## src/rtl/cordic_rot_engine.sv

```systemverilog
// Iterative rotation-mode CORDIC: one micro-rotation per clock, producing cos/sin of an angle.
// Start/ready handshake upstream, one-cycle done pulse with held results downstream.
module cordic_rot_engine #(
    parameter int unsigned Width = 16,
    parameter int unsigned Iters = 16
) (
    input  logic                    clk_i,
    input  logic                    rst_i,
    input  logic                    start_i,
    input  logic signed [Width-1:0] angle_i,
    output logic                    ready_o,
    output logic                    done_o,
    output logic signed [Width-1:0] cos_o,
    output logic signed [Width-1:0] sin_o
);

    localparam int unsigned Ext  = Width + 2;
    localparam int unsigned CntW = (Iters > 1) ? $clog2(Iters) : 1;
    localparam real         Scale = 2.0 ** (Width - 2);

    localparam logic signed [Ext-1:0] KGain  = Ext'(int'(0.6072529350 * Scale));
    localparam logic signed [Ext-1:0] PosLim = Ext'(int'(1.5707963267948966 * Scale));
    localparam logic signed [Ext-1:0] NegLim = -PosLim;
    localparam logic signed [Ext-1:0] SatMax = {3'b000, {(Width-1){1'b1}}};
    localparam logic signed [Ext-1:0] SatMin = {3'b111, {(Width-1){1'b0}}};
    localparam logic [CntW-1:0]       LastIt = CntW'(Iters - 1);

    typedef enum logic [1:0] {StIdle, StRun, StDone} state_e;

    function automatic int atan_q(input int i);
        return int'($atan(2.0 ** (-i)) * Scale);
    endfunction

    function automatic logic signed [Width-1:0] sat(input logic signed [Ext-1:0] v);
        if (v > SatMax) return SatMax[Width-1:0];
        if (v < SatMin) return SatMin[Width-1:0];
        return v[Width-1:0];
    endfunction

    // Arctangent table, fixed at elaboration.
    logic signed [Ext-1:0] atan_tab [Iters];
    for (genvar g = 0; g < Iters; g++) begin : g_atan
        localparam int AtanVal = atan_q(g);
        assign atan_tab[g] = Ext'(AtanVal);
    end

    state_e state_q, state_d;
    logic signed [Ext-1:0]   x_q, x_d, y_q, y_d, z_q, z_d;
    logic [CntW-1:0]         i_q, i_d;
    logic signed [Width-1:0] cos_q, cos_d, sin_q, sin_d;

    logic signed [Ext-1:0] x_shr, y_shr, x_nxt, y_nxt, z_nxt, ang_ext, ang_clamp;

    always_ff @(posedge clk_i) begin
        if (rst_i) begin
            state_q <= StIdle;
        end else begin
            state_q <= state_d;
        end
    end

    always_comb begin
        state_d = state_q;
        unique case (state_q)
            StIdle:  if (start_i) state_d = StRun;
            StRun:   if (i_q == LastIt) state_d = StDone;
            StDone:  state_d = StIdle;
            default: state_d = StIdle;
        endcase
    end

    always_comb begin
        ready_o = (state_q == StIdle);
        done_o  = (state_q == StDone);
    end

    always_comb begin
        x_shr = x_q >>> i_q;
        y_shr = y_q >>> i_q;
        // z < 0 rotates clockwise (d = -1).
        if (z_q[Ext-1]) begin
            x_nxt = x_q + y_shr;
            y_nxt = y_q - x_shr;
            z_nxt = z_q + atan_tab[i_q];
        end else begin
            x_nxt = x_q - y_shr;
            y_nxt = y_q + x_shr;
            z_nxt = z_q - atan_tab[i_q];
        end

        ang_ext = {{2{angle_i[Width-1]}}, angle_i};
        if (ang_ext > PosLim)      ang_clamp = PosLim;
        else if (ang_ext < NegLim) ang_clamp = NegLim;
        else                       ang_clamp = ang_ext;
    end

    always_comb begin
        x_d   = x_q;
        y_d   = y_q;
        z_d   = z_q;
        i_d   = i_q;
        cos_d = cos_q;
        sin_d = sin_q;
        if (state_q == StIdle && start_i) begin
            x_d = KGain;
            y_d = '0;
            z_d = ang_clamp;
            i_d = '0;
        end else if (state_q == StRun) begin
            x_d = x_nxt;
            y_d = y_nxt;
            z_d = z_nxt;
            if (i_q == LastIt) begin
                i_d   = '0;
                cos_d = sat(x_nxt);
                sin_d = sat(y_nxt);
            end else begin
                i_d = i_q + 1'b1;
            end
        end
    end

    always_ff @(posedge clk_i) begin
        if (rst_i) begin
            x_q   <= '0;
            y_q   <= '0;
            z_q   <= '0;
            i_q   <= '0;
            cos_q <= '0;
            sin_q <= '0;
        end else begin
            x_q   <= x_d;
            y_q   <= y_d;
            z_q   <= z_d;
            i_q   <= i_d;
            cos_q <= cos_d;
            sin_q <= sin_d;
        end
    end

    assign cos_o = cos_q;
    assign sin_o = sin_q;

endmodule

```

## config.mk

```make
export PLATFORM = sky130hd
export DESIGN_NAME = cordic_rot_engine
export DESIGN_NICKNAME = d
export VERILOG_FILES = /design/src/rtl/cordic_rot_engine.sv
export SDC_FILE = /design/constraint.sdc
export NUM_CORES = 1
export LEC_CHECK = 0
export CORE_MARGIN = 5
export CORE_UTILIZATION = 62
export DETAILED_ROUTE_END_ITERATION = 6
export DONT_BUFFER_PORTS = 1
export GPL_TIMING_DRIVEN = 0
export PLACE_DENSITY = 0.74
export SLEW_MARGIN = 5
export SYNTH_ARGS = -nofsm -noshare
export SYNTH_HDL_FRONTEND = slang
export SYNTH_SLANG_ARGS = --single-unit
export TNS_END_PERCENT = 20
```

## constraint.sdc

```tcl
create_clock -name clk_i -period 9.15 [get_ports clk_i]
set_input_delay 1.83 -clock clk_i [delete_from_list [all_inputs] [get_ports clk_i]]
set_output_delay 1.83 -clock clk_i [all_outputs]
set_load 0.1 [all_outputs]
```

==> flow_summary_export.csv <==
group,metric,value,unit
clocking,cts.sink_count,92,
floorplanning,chipWidth,133,microns
floorplanning,die_area,17800,sq um
grt,initial_antenna_violation_count,0,
yosys,yosysWarnings,0,
placement,hpwlAfterDp,24900,microns
hold_path,kind_of_path_behind_the_tightest_hold_check,"reg -> reg",
detailed_routing,post-route-drc-count,0,
power_and_ir_drop,power.density,230,nW/um^2
yosys,synth_ff_type,"dfxtp_1",
yosys,synth-seq-cells,92,
sta,worst_slew_pin_slew,1.09,ns
floorplanning,die-height,133,microns
clocking,cts_root_buf,"clkbuf_16",
clocking,cts_tree,"yes",
power_and_ir_drop,ir_drop,198,uV
critical_path,path_cells,"clkbuf_1 -> clkbuf_1 -> clkbuf_1 -> clkbuf_1 -> clkbuf_1 -> a21o_1 -> ha_1 -> and4_1 -> and3_1 -> nor2_1 -> xnor2_1 -> ha_1 -> a21o_1 -> a21o_1 -> a21oi_1 -> nand2_1 -> a21o_1 -> a41oi_1 -> a21boi_1 -> buf_4 -> o31ai_2 -> a31oi_1",
placement,detailedPlace.worstSlack,2.14,ns
floorplanning,start_util,0.626,
detailed_routing,routed_wl,31800,microns
run_status,run_status,"complete, no violations",
detailed_routing,drt_first_pass_iters,5,
yosys,seq_area_frac_synth,0.195,
sta,hold_viol_final,0,
yosys,yosys.cell_types.count,83,
critical_path,required,9.44,ns
grt,grt_max_degree,19,
power_and_ir_drop,total_power,2.30,mW
final_layout,layout-area-overhead-vs-synth,5.98,%
placement,count_of_port_buffers_added_during_placement,0,
critical_path,endpoint_kind,"register",
clocking,clock_insertion_delay_worst_skew,0.37,ns
critical_path,timing.critical_path.slowest_stage_cell,"clkbuf_1",
clocking,number_of_buffers_inserted_for_hold_repair_after_clock_tree_synthesis,0,
sta,highest_clock_frequency_the_design_can_meet,0.136,GHz
clocking,max-clock-path-buffers,2,
grt,grt-busiest-layer,"met1",
sta,clock_skew,0.0130,ns
sta,slew_viol_final,0,
final_layout,final_design_area_excluding_fillers,10000,sq um
final_layout,antenna_cells,0,
grt,grt.met1_usage,0.513,
sta,slew-limit-headroom,0.270,
critical_path,worst-path-max-fanout,10,
critical_path,cp-start-kind,"register",
final_layout,fillers,1356,
sta,timing.final.crit_share,0.803,
floorplanning,design.core.area,15100,sq um
critical_path,reg2reg_setup_slack,1.80,ns
grt,wire_length_of_the_first_global_routing_pass,49100,microns
critical_path,cp_slowest_stage_delay,0.56,ns
final_layout,number_of_nets_in_the_layout,1295,
final_layout,fin_util,0.663,
critical_path,cp_common_cell,"clkbuf_1",
grt,grt.total_usage,0.351,
grt,gr-total-overflow,0,
power_and_ir_drop,combinationalPowerShare,0.618,
sta,final.setup.worst_slack,1.80,ns
power_and_ir_drop,power.share.clock,0.164,
sta,hold_slack,0.508,ns
clocking,numCtsBuffers,9,
clocking,clock_tree.htree_level_count,3,
floorplanning,placement_rows,45,
floorplanning,floorplan.io_pins,53,
placement,gp_routability_congestion,1.01,
yosys,synth_async_sr_flop_share,0,
detailed_routing,routed_length_per_placed_instance,22.7,microns
placement,placed_cells_incl_taps,1386,
power_and_ir_drop,switch_pwr,1.12,mW
power_and_ir_drop,static-leakage-power,3.89,nW
critical_path,timing_worst_setup_path_type,"reg -> reg",
power_and_ir_drop,p_sw_frac,0.489,
placement,detailed_place.area,9710,sq um
yosys,synth_fp_nets,1282,
yosys,synth_enable_flop_cells,0,
clocking,worst_setup_hold_path_clk_slew,0.07,ns
sta,finalWorstPathRequiredPeriod,7.35,ns
yosys,avgSynthCellArea,7.89,sq um
detailed_routing,viasPerCell,6.82,
power_and_ir_drop,internal-power,1.17,mW
final_layout,layoutNonFillerInstCount,1402,
detailed_routing,dr.first_iter.drc_count,1243,
yosys,netlist_area,9440,sq um
yosys,count_of_mapped_cells_out_of_synthesis,1196,
grt,met2_usage,0.509,
run,maxCapViolCount,0,
clocking,cts_resized,0,
sta,totalNegativeSetupSlack,0,ns
sta,setup_viol,0,
grt,number_of_global_route_vias_before_repair,8679,
power_and_ir_drop,seq_power_share,0.218,
final_layout,ratio_of_cells_with_drive_above_1_in_the_final_layout,0.0914,
grt,grt_util_met3,0.0650,
critical_path,worstPathArrival,7.64,ns
detailed_routing,via_count,9562,
detailed_routing,route.antenna.remaining_nets,0,
clocking,cts_setup_buffers,0,
sta,rsz0062_at_grt,"no",
-- cell families after synthesis --
| group | synth area share |
|---|---|
| simple gates | 0.177 |
| mux | 0.131 |
| flops | 0.195 |
| xor+xnor | 0.0730 |
| fa+ha+maj | 0.0912 |
| compound gates | 0.279 |
| buf+inv | 0.0539 |
-- final timing paths --
path,from,endpoint,cells past startpoint
max reg2reg,i_q[3]$_SDFFE_PP0P_,sin_o[12]$_SDFFE_PP0P_,22
min,z_q[12]$_SDFFE_PP0P_,z_q[12]$_SDFFE_PP0P_,2
min reg2reg,z_q[12]$_SDFFE_PP0P_,z_q[12]$_SDFFE_PP0P_,2
max,i_q[3]$_SDFFE_PP0P_,sin_o[12]$_SDFFE_PP0P_,22
-- flip-flops by register name (all words and copies together), names as in the netlist --
signal	cells
x_q	18
i_q	4
z_q	18
sin_o	16
state_q	2
y_q	18
cos_o	16
-- cells in the mapped netlist, types with 32 or more instances --
master    count  area share
a21oi_1     118       0.063
nor2_1      116       0.046
nand2_1     111       0.044
dfxtp_1      92        0.20
o21ai_0      92       0.049
ha_1         64       0.085
clkbuf_1     54       0.021
nor3_1       44       0.023
xnor2_1      43       0.040
mux4_2       33       0.079
xor2_1       33       0.031
mux2i_1      32       0.034
-- metal layers --
layer / wire length [microns] / part of all wire
met1: 13900 / 0.44
met3: 3350 / 0.11
met5: 0 / 0
met2: 13400 / 0.42
met4: 1220 / 0.038
-- placed cells by master, fill, tap and decap left out, types with 7 or more instances in the layout --
| cell type | n |
|---|---|
| nor3_1 | 44 |
| o22ai_1 | 9 |
| a21o_1 | 23 |
| a22oi_1 | 7 |
| a21oi_1 | 118 |
| nand3_1 | 20 |
| inv_1 | 30 |
| dfxtp_1 | 92 |
| nand2_1 | 111 |
| a211oi_1 | 15 |
| a31oi_1 | 30 |
| nor2b_1 | 15 |
| ha_1 | 64 |
| mux2_2 | 12 |
| xnor2_1 | 43 |
| and3_1 | 10 |
| nand2b_1 | 10 |
| clkbuf_1 | 54 |
| o31ai_2 | 10 |
| o31ai_1 | 15 |
| xor2_1 | 33 |
| nor2_1 | 115 |
| buf_1 | 7 |
| o21a_1 | 15 |
| o21ai_0 | 92 |
| mux4_2 | 33 |
| buf_2 | 8 |
| mux2i_1 | 32 |
| clkbuf_16 | 9 |
| and2_1 | 8 |
-- critical path: cells and delay by family (launching register included) --
family	cells	cell delay (ns)
compound gates	9	2.30
xor+xnor	1	0.33
fa+ha+maj	2	0.59
buf+inv	6	2.85
flops	1	0.49
simple gates	4	0.68
-- power groups by stage --
stage / Clock [mW] / Sequential (mW) / Combinational, mW
global placement: 0 / 0.504 / 1.36
floorplan: 0 / 0.473 / 1.06
CTS: 0.381 / 0.495 / 1.39
global route: 0.397 / 0.501 / 1.54
detailed placement: 0 / 0.505 / 1.37
finish: 0.376 / 0.502 / 1.42
-- final cells by class --
type	count	area [sq um]	share of cell area
multi-input combinational	992	7100	0.709
sequential	92	1840	0.184
buffer	79	385	0.0385
tap	188	235	0.0235
clock buffer	9	225	0.0225
inverter	33	124	0.0124
clock inverter	7	67.6	0.00675
timing repair buffer	2	31.3	0.00313
Power figures use the tool's default switching activity.
==> variant: new RTL, same flow settings <==
Change the parameter `Iters` from 16 to 32.
--- a/src/rtl/cordic_rot_engine.sv
+++ b/src/rtl/cordic_rot_engine.sv
@@ -2,7 +2,7 @@
 // Start/ready handshake upstream, one-cycle done pulse with held results downstream.
 module cordic_rot_engine #(
     parameter int unsigned Width = 16,
-    parameter int unsigned Iters = 16
+    parameter int unsigned Iters = 32
 ) (
     input  logic                    clk_i,
     input  logic                    rst_i,
Check against the original RTL: no difference found for any inputs over 4 cycles, from zero or initial values and one cycle with rst_i high; that may be too few to reach the edited logic, so the function may still have changed.
==> variant against the unedited design <==
- the flow now finishes with violations (design-rule violations)
- global-route usage up 0.57 points
- fmax up 7.9%
- cell area up 2.1%
- utilization rose by 0.88 points
- sequential share of layout area fell by 0.18 points
- routed wire length grew 2.4%
- count of clock-buffer cells in the layout stayed put
- synthesized area rose by 2.1%
- setup slack improved by 0.54 ns
- power is 0.64% higher
- sequential power down 0.8%
- sequential cell count up 1
- non-clock buffer count grew 1
- largest cell class unchanged
- largest power group unchanged
==> variant: results (changes against the unedited design) <==
metric	value	unit	change
Lkg Pwr	4.07	nW	+4.7%
GPL Wtd Cong	1.05		+4.0%
Synth cell types	84		+1.2%
drt wl/cell	22.7	um	-0.12%
H-tree depth	3		unchanged
root buffer cell	clkbuf_16		
DRC marker count from the first detailed-route iteration	1323		+6.4%
CP Max Fanout	10		unchanged
via count	9874		+3.3%
prevailing post-synth register cell	dfxtp_1		
fill cell count	1362		+0.44%
Post-synth ARST share	0		unchanged
total setup buffers inserted after CTS	0		unchanged
vias per cell	6.87		+0.68%
pin count of the biggest net entering global routing	20		+1
Final #Nets	1330		+2.7%
pre-CTS WS	2.68	ns	+0.537 ns
detailed placer's ending HPWL	24.9	mm	about the same
Post-synth top cells	a21oi_1, nand2_1, nor2_1, dfxtp_1, o21ai_0		
Regs by FF count	x_q: 18 flops, y_q: 18 flops, z_q: 18 flops		
vias in the first global route	9200		+6.0%
sequential fraction of the synthesis area	0.193		-0.00197
Yosys Warn Count	0		unchanged
status	finished with violations		
share of layout cells above drive strength 1	0.0952		+0.00377
initial antenna violation count	0		unchanged
Placed Instance Area	9910	um2	+2.1%
Inserted Diodes	0		unchanged
Clock Path Buffers	2		unchanged
placed cell count	1422		+2.6%
failing checks	design-rule violations		
crit-path max cell delay	0.79	ns	+0.23 ns
Worst-path clk slew	0.08	ns	
worst slew pin tran	1.06	ns	-0.0282 ns
TritonCTS Buffers	9		unchanged
DRC	1		+1
Buffers on Ports	0		unchanged
total iterations of the first detailed-routing run	7		+2
Worst Skew	0.0125	ns	-0.000498 ns
first-pass GRT wire length	50.8	mm	+3.4%
Critical Path Slowest Stage Cell	xnor2_1		
# resized after CTS	0		unchanged
Synth area leaders	dfxtp_1, ha_1, a21oi_1		
VDD IR max	172	uV	-13%
Arrival @ worst endpoint	7.10	ns	-0.54 ns
Avg Cell Area, Syn	7.83	um2	-0.86%
Total GRT Usage	0.357		+0.00570
Skew-Pair Late Insertion Delay	0.36	ns	
worst min path class	reg -> reg		
==> variant: final timing paths <==
| check | from | to | slack, ns | cells past startpoint |
|---|---|---|---|---|
| worst max register to register | i_q[0] | sin_o[14] | 2.34 | 21 |
| worst max-delay path | i_q[0] | sin_o[14] | 2.34 | 21 |
| worst min-delay path | z_q[3] | z_q[3] | 0.48 | 2 |
| worst min register to register | z_q[3] | z_q[3] | 0.48 | 2 |
==> variant: kinds of logic after synthesis <==
| kind of cell | after synthesis | share of synthesized area |
|---|---|---|
| XOR/XNOR | 81 | 0.0736 |
| AND/OR/NAND/NOR | 391 | 0.187 |
| AO/OA/AOI/OAI | 402 | 0.269 |
| buffers and inverters | 114 | 0.0523 |
| multiplexers | 85 | 0.137 |
| flip-flops | 93 | 0.193 |
| adder cells (fa/ha/maj) | 66 | 0.0880 |
==> variant: critical path: cells and delay by family (launching register included) <==
family / cells / cell delay [ns]
buffers and inverters: 4 / 1.11
DFF: 1 / 0.50
xor gates and xnor gates: 2 / 0.95
AOI/OAI and AO/OA: 11 / 2.83
adders and majority gates: 1 / 0.38
muxes: 2 / 0.71
and+or+nand+nor: 1 / 0.24
==> variant: per-layer routing <==
layer,routed length [um],global-route usage,share of wire
met5,76,0.0333,0.0023
met4,1350,0.143,0.041
met3,4060,0.106,0.12
met2,13800,0.524,0.42
met1,13300,0.488,0.41
==> variant: cell type report <==
type	count	area (um2)	share of cell area
multi-input combinational	1025	7280	0.713
sequential	93	1860	0.182
buffer	80	377	0.0369
tap	188	235	0.0230
clock buffer	9	225	0.0221
inverter	34	128	0.0125
clock inverter	7	75.1	0.00735
timing repair buffer	2	31.3	0.00306
==> variant: per-stage QoR <==
stage / hold WS, ns / power (mW)
floorplan: 0.452 / 1.55
global placement: 0.464 / 1.86
detailed placement: 0.466 / 1.88
CTS: 0.478 / 2.27
global route: 0.521 / 2.46
finish: 0.481 / 2.31
==> variant: power by group <==
group          switching, mW  total, mW  internal (mW)
logic                  0.871       1.43          0.554
clock network          0.196      0.390          0.194
registers             0.0582      0.498          0.440
